### src/rtl/pipeline_hazard_ctrl_pkg.sv
// Shared constants for the hazard controller and CONTROL:
// FSM state encodings, default widths and the control bundle.
package pipeline_hazard_ctrl_pkg;

    localparam int REG_AW_DEF = 4;

    localparam logic [1:0] ST_RUN    = 2'b00;
    localparam logic [1:0] ST_DRAIN  = 2'b01;
    localparam logic [1:0] ST_HALTED = 2'b10;

    typedef struct packed {
        logic pc_write;
        logic ifid_write;
        logic ifid_flush;
        logic idex_flush;
    } hz_ctl_t;

    localparam hz_ctl_t CTL_RUN    = 4'b1100;
    localparam hz_ctl_t CTL_STALL  = 4'b0001;
    localparam hz_ctl_t CTL_HALT   = 4'b0110;
    localparam hz_ctl_t CTL_BRANCH = 4'b1110;
    localparam hz_ctl_t CTL_DRAIN  = 4'b0011;
    localparam hz_ctl_t CTL_FROZEN = 4'b0001;

endpackage

### src/rtl/pipeline_hazard_ctrl_if.sv
// Bundle between the pipeline datapath and the hazard controller.
interface pipeline_hazard_ctrl_if #(
    parameter int REG_AW = 4,
    parameter int CNT_W  = 16
);
    logic [REG_AW-1:0] id_rs;
    logic [REG_AW-1:0] id_rt;
    logic              id_use_rs;
    logic              id_use_rt;
    logic [REG_AW-1:0] ex_rd;
    logic              ex_mem_read;
    logic              ex_wb_en;
    logic              branch_taken;
    logic              halt_dec;
    logic              resume;

    logic              pc_write;
    logic              ifid_write;
    logic              ifid_flush;
    logic              idex_flush;
    logic              halted;
    logic [1:0]        state;
    logic [CNT_W-1:0]  stall_cnt;
    logic [CNT_W-1:0]  flush_cnt;

    modport master (
        output id_rs, id_rt, id_use_rs, id_use_rt,
        output ex_rd, ex_mem_read, ex_wb_en,
        output branch_taken, halt_dec, resume,
        input  pc_write, ifid_write, ifid_flush, idex_flush,
        input  halted, state, stall_cnt, flush_cnt
    );

    modport slave (
        input  id_rs, id_rt, id_use_rs, id_use_rt,
        input  ex_rd, ex_mem_read, ex_wb_en,
        input  branch_taken, halt_dec, resume,
        output pc_write, ifid_write, ifid_flush, idex_flush,
        output halted, state, stall_cnt, flush_cnt
    );

endinterface

### src/rtl/pipeline_hazard_ctrl_sat_counter.sv
// Saturating up-counter with enable and async active-low clear.
module sat_counter #(
    parameter int W = 16
) (
    input  logic         clk,
    input  logic         rst_n,
    input  logic         en_i,
    output logic [W-1:0] cnt_o
);

    logic [W-1:0] cnt_q, cnt_d;

    always_comb begin
        cnt_d = cnt_q;
        if (en_i && cnt_q != '1)
            cnt_d = cnt_q + 1'b1;
    end

    always_ff @(posedge clk or negedge rst_n) begin
        if (!rst_n) cnt_q <= '0;
        else        cnt_q <= cnt_d;
    end

    assign cnt_o = cnt_q;

endmodule

### src/rtl/pipeline_hazard_ctrl.sv
// Load-use stall, branch flush and HALT drain sequencing
// for the 5-stage pipeline, plus stall/flush counters.
module pipeline_hazard_ctrl
    import pipeline_hazard_ctrl_pkg::*;
#(
    parameter int REG_AW       = REG_AW_DEF,
    parameter int DRAIN_CYCLES = 3,
    parameter int CNT_W        = 16
) (
    input  logic                  CLOCK,
    input  logic                  CLEAR,
    pipeline_hazard_ctrl_if.slave bus
);

    localparam int DW = (DRAIN_CYCLES > 1) ? $clog2(DRAIN_CYCLES) : 1;
    localparam logic [DW-1:0] DRAIN_LD = DW'(DRAIN_CYCLES - 1);

    logic [1:0]    state_q, state_d;
    logic [DW-1:0] drn_q, drn_d;
    logic          hz, hit_rs, hit_rt;
    logic          stall_en, flush_en;
    hz_ctl_t       ctl;

    assign hit_rs = bus.id_use_rs && (bus.ex_rd == bus.id_rs);
    assign hit_rt = bus.id_use_rt && (bus.ex_rd == bus.id_rt);
    assign hz     = bus.ex_mem_read && bus.ex_wb_en && (hit_rs || hit_rt);

    // Gating RUN decisions with CLEAR keeps outputs at RUN defaults in reset.
    always_comb begin
        state_d  = state_q;
        drn_d    = drn_q;
        ctl      = CTL_RUN;
        stall_en = 1'b0;
        flush_en = 1'b0;
        unique case (1'b1)
            (state_q == ST_DRAIN): begin
                ctl = CTL_DRAIN;
                if (drn_q == '0) state_d = ST_HALTED;
                else             drn_d   = drn_q - 1'b1;
            end
            (state_q == ST_HALTED): begin
                ctl = CTL_FROZEN;
                if (bus.resume) state_d = ST_RUN;
            end
            default: begin
                if (CLEAR) begin
                    if (hz) begin
                        ctl      = CTL_STALL;
                        stall_en = 1'b1;
                    end else if (bus.halt_dec) begin
                        ctl     = CTL_HALT;
                        drn_d   = DRAIN_LD;
                        state_d = ST_DRAIN;
                    end else if (bus.branch_taken) begin
                        ctl      = CTL_BRANCH;
                        flush_en = 1'b1;
                    end
                end
            end
        endcase
    end

    always_ff @(posedge CLOCK or negedge CLEAR) begin
        if (!CLEAR) begin
            state_q <= ST_RUN;
            drn_q   <= '0;
        end else begin
            state_q <= state_d;
            drn_q   <= drn_d;
        end
    end

    sat_counter #(.W(CNT_W)) u_stall_cnt (
        .clk   (CLOCK),
        .rst_n (CLEAR),
        .en_i  (stall_en),
        .cnt_o (bus.stall_cnt)
    );

    sat_counter #(.W(CNT_W)) u_flush_cnt (
        .clk   (CLOCK),
        .rst_n (CLEAR),
        .en_i  (flush_en),
        .cnt_o (bus.flush_cnt)
    );

    assign bus.pc_write   = ctl.pc_write;
    assign bus.ifid_write = ctl.ifid_write;
    assign bus.ifid_flush = ctl.ifid_flush;
    assign bus.idex_flush = ctl.idex_flush;
    assign bus.halted     = (state_q == ST_HALTED);
    assign bus.state      = state_q;

endmodule

### src/flat_wrapper.sv
// flat-port wrapper written by rule: the top's interface ports become plain ports
module pipeline_hazard_ctrl_flat import pipeline_hazard_ctrl_pkg::*;
#(
    parameter int REG_AW       = REG_AW_DEF,
    parameter int DRAIN_CYCLES = 3,
    parameter int CNT_W        = 16
)
  (CLOCK, CLEAR, bus_id_rs, bus_id_rt, bus_id_use_rs, bus_id_use_rt, bus_ex_rd, bus_ex_mem_read, bus_ex_wb_en, bus_branch_taken, bus_halt_dec, bus_resume, bus_pc_write, bus_ifid_write, bus_ifid_flush, bus_idex_flush, bus_halted, bus_state, bus_stall_cnt, bus_flush_cnt);
  pipeline_hazard_ctrl_if #(.REG_AW(REG_AW), .CNT_W(CNT_W)) bus_i ();
  input  logic CLOCK;
  input  logic CLEAR;
  input wire logic [$bits(bus_i.id_rs)-1:0] bus_id_rs;
  input wire logic [$bits(bus_i.id_rt)-1:0] bus_id_rt;
  input wire logic [$bits(bus_i.id_use_rs)-1:0] bus_id_use_rs;
  input wire logic [$bits(bus_i.id_use_rt)-1:0] bus_id_use_rt;
  input wire logic [$bits(bus_i.ex_rd)-1:0] bus_ex_rd;
  input wire logic [$bits(bus_i.ex_mem_read)-1:0] bus_ex_mem_read;
  input wire logic [$bits(bus_i.ex_wb_en)-1:0] bus_ex_wb_en;
  input wire logic [$bits(bus_i.branch_taken)-1:0] bus_branch_taken;
  input wire logic [$bits(bus_i.halt_dec)-1:0] bus_halt_dec;
  input wire logic [$bits(bus_i.resume)-1:0] bus_resume;
  output wire logic [$bits(bus_i.pc_write)-1:0] bus_pc_write;
  output wire logic [$bits(bus_i.ifid_write)-1:0] bus_ifid_write;
  output wire logic [$bits(bus_i.ifid_flush)-1:0] bus_ifid_flush;
  output wire logic [$bits(bus_i.idex_flush)-1:0] bus_idex_flush;
  output wire logic [$bits(bus_i.halted)-1:0] bus_halted;
  output wire logic [$bits(bus_i.state)-1:0] bus_state;
  output wire logic [$bits(bus_i.stall_cnt)-1:0] bus_stall_cnt;
  output wire logic [$bits(bus_i.flush_cnt)-1:0] bus_flush_cnt;
  assign bus_i.id_rs = bus_id_rs;
  assign bus_i.id_rt = bus_id_rt;
  assign bus_i.id_use_rs = bus_id_use_rs;
  assign bus_i.id_use_rt = bus_id_use_rt;
  assign bus_i.ex_rd = bus_ex_rd;
  assign bus_i.ex_mem_read = bus_ex_mem_read;
  assign bus_i.ex_wb_en = bus_ex_wb_en;
  assign bus_i.branch_taken = bus_branch_taken;
  assign bus_i.halt_dec = bus_halt_dec;
  assign bus_i.resume = bus_resume;
  assign bus_pc_write = bus_i.pc_write;
  assign bus_ifid_write = bus_i.ifid_write;
  assign bus_ifid_flush = bus_i.ifid_flush;
  assign bus_idex_flush = bus_i.idex_flush;
  assign bus_halted = bus_i.halted;
  assign bus_state = bus_i.state;
  assign bus_stall_cnt = bus_i.stall_cnt;
  assign bus_flush_cnt = bus_i.flush_cnt;
  pipeline_hazard_ctrl #(.REG_AW(REG_AW), .DRAIN_CYCLES(DRAIN_CYCLES), .CNT_W(CNT_W)) u_core (.CLOCK(CLOCK), .CLEAR(CLEAR), .bus(bus_i));
endmodule
### config.mk
export PLATFORM = sky130hd
export DESIGN_NAME = pipeline_hazard_ctrl_flat
export DESIGN_NICKNAME = d
export VERILOG_FILES = /design/src/rtl/pipeline_hazard_ctrl_pkg.sv /design/src/rtl/pipeline_hazard_ctrl_if.sv /design/src/rtl/pipeline_hazard_ctrl_sat_counter.sv /design/src/rtl/pipeline_hazard_ctrl.sv /design/src/flat_wrapper.sv
export SDC_FILE = /design/constraint.sdc
export NUM_CORES = 1
export LEC_CHECK = 0
export CAP_MARGIN = 10
export CORE_ASPECT_RATIO = 0.9
export CORE_UTILIZATION = 49
export DETAILED_ROUTE_END_ITERATION = 10
export PLACE_DENSITY = 0.81
export SLEW_MARGIN = 10
export SYNTH_ARGS = -nofsm -noshare
export SYNTH_HDL_FRONTEND = slang
export SYNTH_HIERARCHICAL = 1
export SYNTH_SLANG_ARGS = --single-unit
### constraint.sdc
create_clock -name CLOCK -period 2.4 [get_ports CLOCK]
set_input_delay 0.24 -clock CLOCK [delete_from_list [all_inputs] [get_ports CLOCK]]
set_output_delay 0.24 -clock CLOCK [all_outputs]
set_load 0.005 [all_outputs]
# Word-level counts from Yosys, hierarchy flattened
# Index checks and enable logic that the tools add are counted.
[word_totals]
latch_bits = 0
wordCells = 58
reg_bits = 36
inputBits = 21
memories = 0
romBits = 0
mem_bits_rw = 0
[classes]
order_cmp = 0
add_sub_neg = 3
eq_ne = 11
shifts = 0
div = 0
n_bitwise = 1
mul = 0
n_mux = 24
n_reduce_logical = 15
[ops]
columns = ["op", "n"]
rows = [
  ["16-bit by 1-bit adder with 16-bit output, second input constant", 2],
  ["16-bit inequality test, second input constant", 2],
  ["2-bit two-way mux", 10],
  ["4-bit two-way mux", 3],
  ["5-bit AND reduction", 2],
  ["4-bit equality test", 2],
  ["1-bit two-way mux", 8],
  ["2-bit inequality test, second input constant", 4],
  ["2-bit case mux with 2 select lines", 2],
  ["4-bit case mux with 2 select lines", 1],
  ["1-bit logical AND", 6],
  ["3-bit nonzero test", 2],
  ["2-bit nonzero test", 2],
  ["3-bit inequality test, second input constant", 1],
  ["2-bit by 1-bit equality test with 1-bit output, second input constant", 1],
  ["2-bit equality test, second input constant", 1],
  ["2-bit logical NOT", 1],
  ["2-bit OR reduction", 1],
  ["2-bit by 1-bit subtractor with 2-bit output, second input constant", 1],
  ["1-bit logical OR", 1],
  ["1-bit NOT", 1],
]

# Logic depth before layout (Yosys ltp)
# Gate-level depths: netlist of run 1.
[depth]
word_depth = 8
mapped_depth = 8
ltp_nobuf = 8

# By module
# The synthesis of run 1 kept the hierarchy.
[by_module_without_submodules]
columns = ["module", "seq_area_each_um2", "cells_each", "area_each_um2", "instances"]
rows = [
  ["sat_counter", 400.4, 72, 859.6, 2],
  ["pipeline_hazard_ctrl", 100.1, 63, 521.8, 1],
]

# Worst setup path after synthesis of run 1
# Ideal clock, no wire load.
[synth_timing]
path_type = "reg-to-reg"
from = "register u_core.state_q[0] (netlist: u_core/bus.state[0])"
to = "register u_core.u_flush_cnt.cnt_q[5] (netlist: u_core/u_flush_cnt/cnt_o[5])"
n_path_buf = 0
synth_period_minus_slack_ns = 2.111
t_required_ns = 2.281
arrival_time_ns = 1.992
setup_ns = 0.119
path_slack_ns = 0.289
path_stages_with_launch = 9
cell_sequence = "dfrtp_1 > inv_1 > ha_1 > nand2_1 > nor4b_2 > and3_1 > and4_2 > o211ai_1 > o21a_1"
[synth_via]
elab_chain_cells = 4
elab_cells_between_ends = 5
classes_between = "eq/ne: 2; mux: 1; reduce/logical: 2"
[synth_rtl]
columns = ["element", "line_no", "source"]
rows = [
  ["start, declared", "pipeline_hazard_ctrl.sv:18", "logic [1:0] state_q, state_d;"],
  ["start signal, assigned", "pipeline_hazard_ctrl.sv:68", "state_q <= state_d;"],
  ["2-bit equality test / 2-bit by 1-bit equality test with 1-bit output (equally long branches)", "pipeline_hazard_ctrl.sv:41, pipeline_hazard_ctrl.sv:36", ""],
  ["2-bit OR reduction (no line) *", "n/a", ""],
  ["1-bit two-way mux *", "pipeline_hazard_ctrl.sv:35", "unique case (1'b1)"],
  ["named net u_core.flush_en", "pipeline_hazard_ctrl.sv:21", "logic stall_en, flush_en;"],
  ["1-bit logical AND *", "pipeline_hazard_ctrl_sat_counter.sv:15", "if (en_i && cnt_q != '1)"],
  ["end signal, assigned", "pipeline_hazard_ctrl_sat_counter.sv:21", "else cnt_q <= cnt_d;"],
  ["end, declared", "pipeline_hazard_ctrl_sat_counter.sv:11", "logic [W-1:0] cnt_q, cnt_d;"],
]
# Mark *: on every way through the listed nets, which the timed path passes. The rest lies on a longest branch.
# A chain may end at the register's enable or synchronous reset.

# Final worst setup path of run 1
[layout_timing]
from = "input port bus_id_use_rs"
to = "output port bus_ifid_write"
[layout_via]
elab_chain_cells = 6
[layout_rtl]
columns = ["element", "line_no", "source"]
rows = [
  ["start, declared", "flat_wrapper.sv:14", "input wire logic [$bits(bus_i.id_use_rs)-1:0] bus_id_use_rs;"],
  ["1-bit logical AND", "pipeline_hazard_ctrl.sv:24", "assign hit_rs = bus.id_use_rs && (bus.ex_rd == bus.id_rs);"],
  ["1-bit logical OR", "pipeline_hazard_ctrl.sv:26", "assign hz = bus.ex_mem_read && bus.ex_wb_en && (hit_rs || hit_rt);"],
  ["1-bit logical AND", "pipeline_hazard_ctrl.sv:26", ""],
  ["4-bit two-way mux", "pipeline_hazard_ctrl.sv:47", "if (hz) begin"],
  ["4-bit two-way mux", "pipeline_hazard_ctrl.sv:46", "if (CLEAR) begin"],
  ["4-bit case mux with 2 select lines", "pipeline_hazard_ctrl.sv:35", ""],
  ["end, declared", "flat_wrapper.sv:23", "output wire logic [$bits(bus_i.ifid_write)-1:0] bus_ifid_write;"],
]
# Every way passes these cells.

==> metrics.csv, run 1 <==
metric;value;unit
cts_tree;yes;
cts_buffers;5;
fp-row-count;22;
synth_top_area_share;0.4020;
maxCapViolCount;0;
hold_viol;0;
h-tree-depth;2;
core_area;0.004239;sq mm
worst_slew_pin_slew;0.4189;ns
finalPower;0.002041;W
start_util;0.5286;
reg2reg_depth;9;
skew;0.008815;ns
layout_common_cells;clkdlybuf4s50_1 (45), dfrtp_1 (36), buf_4 (19);
grt_pass1_wl;8673;um
dpl.hpwl;3973;um
post-place-cells;342;
grt_pass1_vias;1849;
setup_tns;0;ns
path_max_fanout;5;
die-area;0.004848;sq mm
ios;60;
grt-ovfl-total;0;
startpoint_type;input pin;
fin_crit_sh;0.9500;
drv_slew;0;
num-nets-final;319;
vdd_ir_drop_max;0.4747;mV
critPathKind;in -> out;
drt_iter0_drc;127;
drc_errors;0;
die_height;66.16;um
ys_seq_area_frac;0.4020;
grt_max_degree;34;
relSlewSlack;0.7207;
placed_area;0.003022;sq mm
gp_congestion;0.8204;
hp-class;in -> async;
n_antenna_cell;0;
leakagePower;1.496;nW
synth_area;0.002241;sq mm
crit_required;2.16;ns
pre_cts_ws;-0.1473;ns
wl;5461;um
wl_per_cell;15.47;um
yosysWarnings;6;
synth.area.top_cells;dfrtp_1 (40%), nand4_1 (4.5%), xnor2_1 (4.3%), xor2_1 (4.3%), nor4_4 (3.8%);
synth.distinct_cells;47;
cts_sinks;36;
max_freq;438.6;MHz
vias_per_cell;5.725;
clockBufferDepth;2;
period_minus_slack;2.280;ns
cp-end-kind;output port;
synth.avg_cell_area;10.83;sq um
ys.flop_type;dfrtp_1;
syn_inst;207;
outcome;complete, no violations;
io_buffers;59;
synth_largest_area_cell;dfrtp_1;
vias;2021;
powerDensity;634.9;mW/mm^2
synth-edff-count;0;
mostFrequentLayoutCell;clkdlybuf4s50_1;
ys_ff_latch;36;
fin_cells;353;
die_width;73.29;um
async_flop_share;1.000;
clock_latency;0.29;ns
setup_viol;0;
syn_nets;233;
clk_pin_slew;0.06;ns
grt_use_total;0.2380;
firstDrtPassIters;4;
cp.arrival;2.04;ns
antenna_found_initial;0;
fin_area;0.003214;sq mm
syn_to_final_growth;43.44;%
ant_nets;0;
setup_ws;0.1199;ns
root_buffer;clkbuf_8;
drive_above_1_share;0.2048;
[repair_timing]
item,in CTS,in global routing
resized for setup,0,22
hold buffers,1,0
buffers inserted,0,3
endpoints found under the hold margin,3,0
endpoints found under the setup margin,0,5
[routing by layer]
metal | track usage | vias to the layer above | share of wire
li1 | - | 976 | -
met1 | 0.3291 | 968 | 0.46
met2 | 0.3692 | 68 | 0.47
met3 | 0.05488 | 9 | 0.058
met4 | 0.07353 | 0 | 0.015
met5 | 0 | - | 0
[power by group]
group,switching (W),leakage (nW),internal [W]
Clock,0.000203,0.0410,0.000197
Combinational,0.000381,0.965,0.000479
Sequential,0.000102,0.489,0.000678
Total,0.000686,1.50,0.00135
[cells in the mapped netlist, types with 2 or more instances]
cell type  number
a21oi_1         7
a31oi_1         6
a32oi_1         3
and3_1          6
and4_1          2
and4_2          2
and4_4          2
and4b_1         2
dfrtp_1        36
ha_1            5
inv_1           7
mux2_1          2
nand2_1        12
nand3_1        12
nand3_4         2
nand4_1        16
nand4_2         2
nand4_4         2
nor2_1          9
nor2_2          2
nor3_1          3
nor3_2          4
nor4_4          4
o211ai_1        4
o21a_1         10
o21ai_0         3
o31ai_4         2
xnor2_1        11
xor2_1         11
[worst paths after layout]
check                                        startpoint                      endpoint  slack [ns]
min reg2reg                u_core/u_stall_cnt/cnt_o[15]  u_core/u_stall_cnt/cnt_o[15]        0.53
max reg2reg                         u_core/bus.state[0]  u_core/u_flush_cnt/cnt_o[15]        0.15
max                                       bus_id_use_rs                bus_ifid_write        0.12
min                                               CLEAR               u_core/drn_q[1]        0.34
min in group CLOCK         u_core/u_stall_cnt/cnt_o[15]  u_core/u_stall_cnt/cnt_o[15]        0.53
max in group asynchronous                         CLEAR  u_core/u_flush_cnt/cnt_o[13]        1.39
[critical path, cell delays in order]
cell             delay, ns
clkdlybuf4s50_1       0.40
and3_4                0.18
and2_4                0.16
a22o_4                0.22
buf_4                 0.15
a21oi_1               0.15
clkdlybuf4s50_1       0.52
[registers in the layout, summed over array words and instances, names as in the netlist]
signal / flops
u_core/u_flush_cnt/cnt_o: 16
u_core/drn_q: 2
u_core/u_stall_cnt/cnt_o: 16
u_core/bus.state: 2
[logic make-up (layout without fill, tap and decap cells)]
group                      count (synthesis)  in the layout  synth area share
and+or+nand+nor                           87             87            0.2920
AOI/OAI and AO/OA                         47             47            0.1658
buffers and inverters                      7             93           0.01173
adders and majority gates                  5              5           0.02792
xor gates and xnor gates                  22             22           0.08598
DFF                                       36             36            0.4020
muxes                                      3              3           0.01452
[area by class of cell]
type / count / area (sq um)
multi-input cells: 164 / 1364
well taps: 60 / 75.07
clock buffers: 6 / 72.57
fillers: 310 / 1025
clock inverters: 1 / 5.005
inverters: 7 / 26.28
flip-flops and latches: 36 / 900.9
repair buffers: 79 / 770.7
[stage by stage]
step	hold slack, ns	utilization
6_report	0.3422	0.7583
5_1_grt	0.3473	0.7583
4_1_cts	0.3332	0.7335
3_5_place_dp	0.09221	0.7128
3_3_place_gp	0.09216	0.7128
2_1_floorplan	-0.05559	-
Power figures use the tool's default switching activity.
==> run 2: changes to the inputs <==
Settings changed: SLEW_MARGIN 10 to not set.
==> results of run 2 <==
The final DEF is identical to that of run 1; final timing and power are the same.
==> RTL edit 1 (settings of run 2) <==
`DRAIN_CYCLES` is set to 3 in 2 places; all go to 6.
--- a/src/rtl/pipeline_hazard_ctrl.sv
+++ b/src/rtl/pipeline_hazard_ctrl.sv
@@ -6,3 +6,3 @@
     parameter int REG_AW       = REG_AW_DEF,
-    parameter int DRAIN_CYCLES = 3,
+    parameter int DRAIN_CYCLES = 6,
     parameter int CNT_W        = 16
--- a/src/flat_wrapper.sv
+++ b/src/flat_wrapper.sv
@@ -4,3 +4,3 @@
     parameter int REG_AW       = REG_AW_DEF,
-    parameter int DRAIN_CYCLES = 3,
+    parameter int DRAIN_CYCLES = 6,
     parameter int CNT_W        = 16
Check against the original RTL: not equivalent (Yosys sat finds a counterexample within 10 cycles, from zero or initial values).
==> RTL edit 1 against run 2 <==
Clock power grew 16%. Via count grew 1.5%. Synthesized area grew 1.4%. Worst setup slack gained 22 ps. Power grew 7.5%. Global-route usage grew 1.1 points. Wire length grew 3.1%. Maximum frequency grew 0.98%. Sequential cell count grew 1. Design area shrank 0.39%. Critical path type is now in -> reg. Critical endpoint is now u_core/u_stall_cnt/cnt_o[15].
==> RTL edit 1: results (changes against run 2) <==
* Post-synth ARST share at 100% (unchanged)
* Crit path max fanout at 4 (was 5)
* Sequential element share of the synthesized area at 40.7% (was 40.2%)
* Vias at 2052 (was 2021)
* First-iteration detailed-routing DRC count at 99 (was 127)
* HPWL after DPL at 4090 um (was 3970 um)
* Ant. Diodes at 0 (unchanged)
* Synth cell types at 44 (was 47)
* FF+latch count, synth at 37 (was 36)
* Clk Latency, worst-skew pair at 300 ps
* H-tree levels at 2 (unchanged)
* Fin nets at 321 (was 319)
* Placed cell areas at 0.00304 mm2 (was 0.00302 mm2)
* Fillers at 330 (was 310)
* Clock Skew at 9.16 ps (was 8.82 ps)
* Post-synth top cells: dfrtp_1, nand4_1, xnor2_1, nand3_1, nand2_1 (was dfrtp_1, nand4_1, nand2_1, nand3_1)
* Total track usage at 24.9% (was 23.8%)
* P_leak at 1.47 nW (was 1.50 nW)
* Ys Warns at 6 (unchanged)
* Max VDD drop at 468 uV (was 475 uV)
* CTS max path bufs at 2 (unchanged)
* Layout cell share with drive strength beyond 1 at 18.0% (was 20.5%)
* Largest cells by area after synthesis: dfrtp_1, xnor2_1, nand4_1 (was dfrtp_1, nand4_1, xnor2_1)
* CTS root buffer: clkbuf_8 (unchanged)
* Port Buffers at 59 (unchanged)
* Largest net degree at the start of global routing at 39 (was 34)
* Cts bufs inserted at 5 (unchanged)
* First-pass GRT wire length at 9230 um (was 8670 um)
* Worst Hold Class: in -> async (unchanged)
* Post-synthesis net count at 240 (was 233)
* Vias in the first global route at 1984 (was 1849)
* Clk slew on worst S/H paths at 80 ps (was 60 ps)
* Status: finished, final reports clean (unchanged)
* Initial antenna violation count at 0 (unchanged)
* Detailed Routing Iterations Pass 1 at 4 (unchanged)
* Relative slew slack at 68.0% (was 72.1%)
* Worst EP arrival at 2440 ps (was 2040 ps)
* Wire per inst at 15.8 um (was 15.5 um)
* DP Worst Slack at -145 ps (was -147 ps)
* Final GP Congestion at 0.772 (was 0.820)
RTL edit 1: cell count changes after synthesis, moves of 2 or more:
| cell | delta |
|---|---|
| a21oi_1 | +4 |
| o211ai_1 | -2 |
| nand3_1 | +2 |
| xnor2_1 | +6 |
| xor2_1 | -6 |
| a221oi_1 | +2 |
| nor2_1 | +2 |
| and3_1 | -2 |
| nor3_2 | -2 |
RTL edit 1: logic make-up (layout without fill, tap and decap cells):
kind of cell	count (synthesis)	in the layout	synth area share (%)
compound gates	48	48	16.7
xor+xnor	22	22	8.48
fa+ha+maj	6	6	3.30
buf+inv	9	91	1.54
flops	37	37	40.7
mux	3	3	1.43
simple gates	88	88	27.8
RTL edit 1: worst max-delay path, stage by stage:
cell and delay (ps):
clkdlybuf4s50_1 470, xnor2_1 130, nand4_1 120, o32a_4 240
nand2b_4 160, nor2_4 110, buf_6 110, nand4_1 150
nor4_4 380, and4b_1 270, a21oi_2 60
RTL edit 1: report_power, final:
part	switching [mW]	internal (mW)
Clock	0.233	0.233
Sequential	0.101	0.707
Combinational	0.435	0.485
Total	0.769	1.42
RTL edit 1: layer usage:
metal / up-vias / global-route usage, % / wire length [um]
li1: 983 / - / -
met1: 1002 / 33.2 / 2610
met2: 58 / 38.6 / 2680
met3: 9 / 4.39 / 224
met4: 0 / 12.7 / 106
met5: - / 0 / 0
RTL edit 1: metrics by stage:
step / TNS (ps) / std cells / hold WS (ps) / utilization [%]
global placement: -614 / 347 / 421 / 68.1
finish: 0 / 357 / 106 / 71.8
floorplan: 0 / 213 / -55.6 / -
detailed placement: -1230 / 347 / 419 / 68.1
CTS: 0 / 355 / 94.8 / 70.2
global route: 0 / 357 / 139 / 71.8
RTL edit 1: final timing paths:
path / end / startpoint / slack (ps) / depth (start not counted)
max in group asynchronous: u_core/u_stall_cnt/cnt_o[7] / CLEAR / 1950 / 2
hold / removal: u_core/u_flush_cnt/cnt_o[7] / CLEAR / 110 / 2
min in group CLOCK: u_core/drn_q[2] / CLEAR / 400 / 4
setup / recovery: u_core/u_stall_cnt/cnt_o[15] / bus_id_rs[1] / 140 / 11
setup reg to reg: u_core/u_stall_cnt/cnt_o[15] / u_core/bus.state[0] / 300 / 9
hold reg to reg: u_core/u_stall_cnt/cnt_o[15] / u_core/u_stall_cnt/cnt_o[15] / 530 / 1
RTL edit 1: cell type report:
type                    instances  area (um2)  share of cell area (%)
clock buffers                   6        82.6                    2.58
multi-input cells             167        1340                    41.8
flip-flops and latches         37         926                    28.9
clock inverters                 2        13.8                   0.430
well taps                      62        77.6                    2.42
inverters                       8        30.0                   0.938
repair buffers                 75         734                    22.9
RTL edit 1: timing repair:
item                       4_1_cts  5_1_grt
setup endpoints to repair        0        5
resized for setup                0       16
setup buffers                    0        2
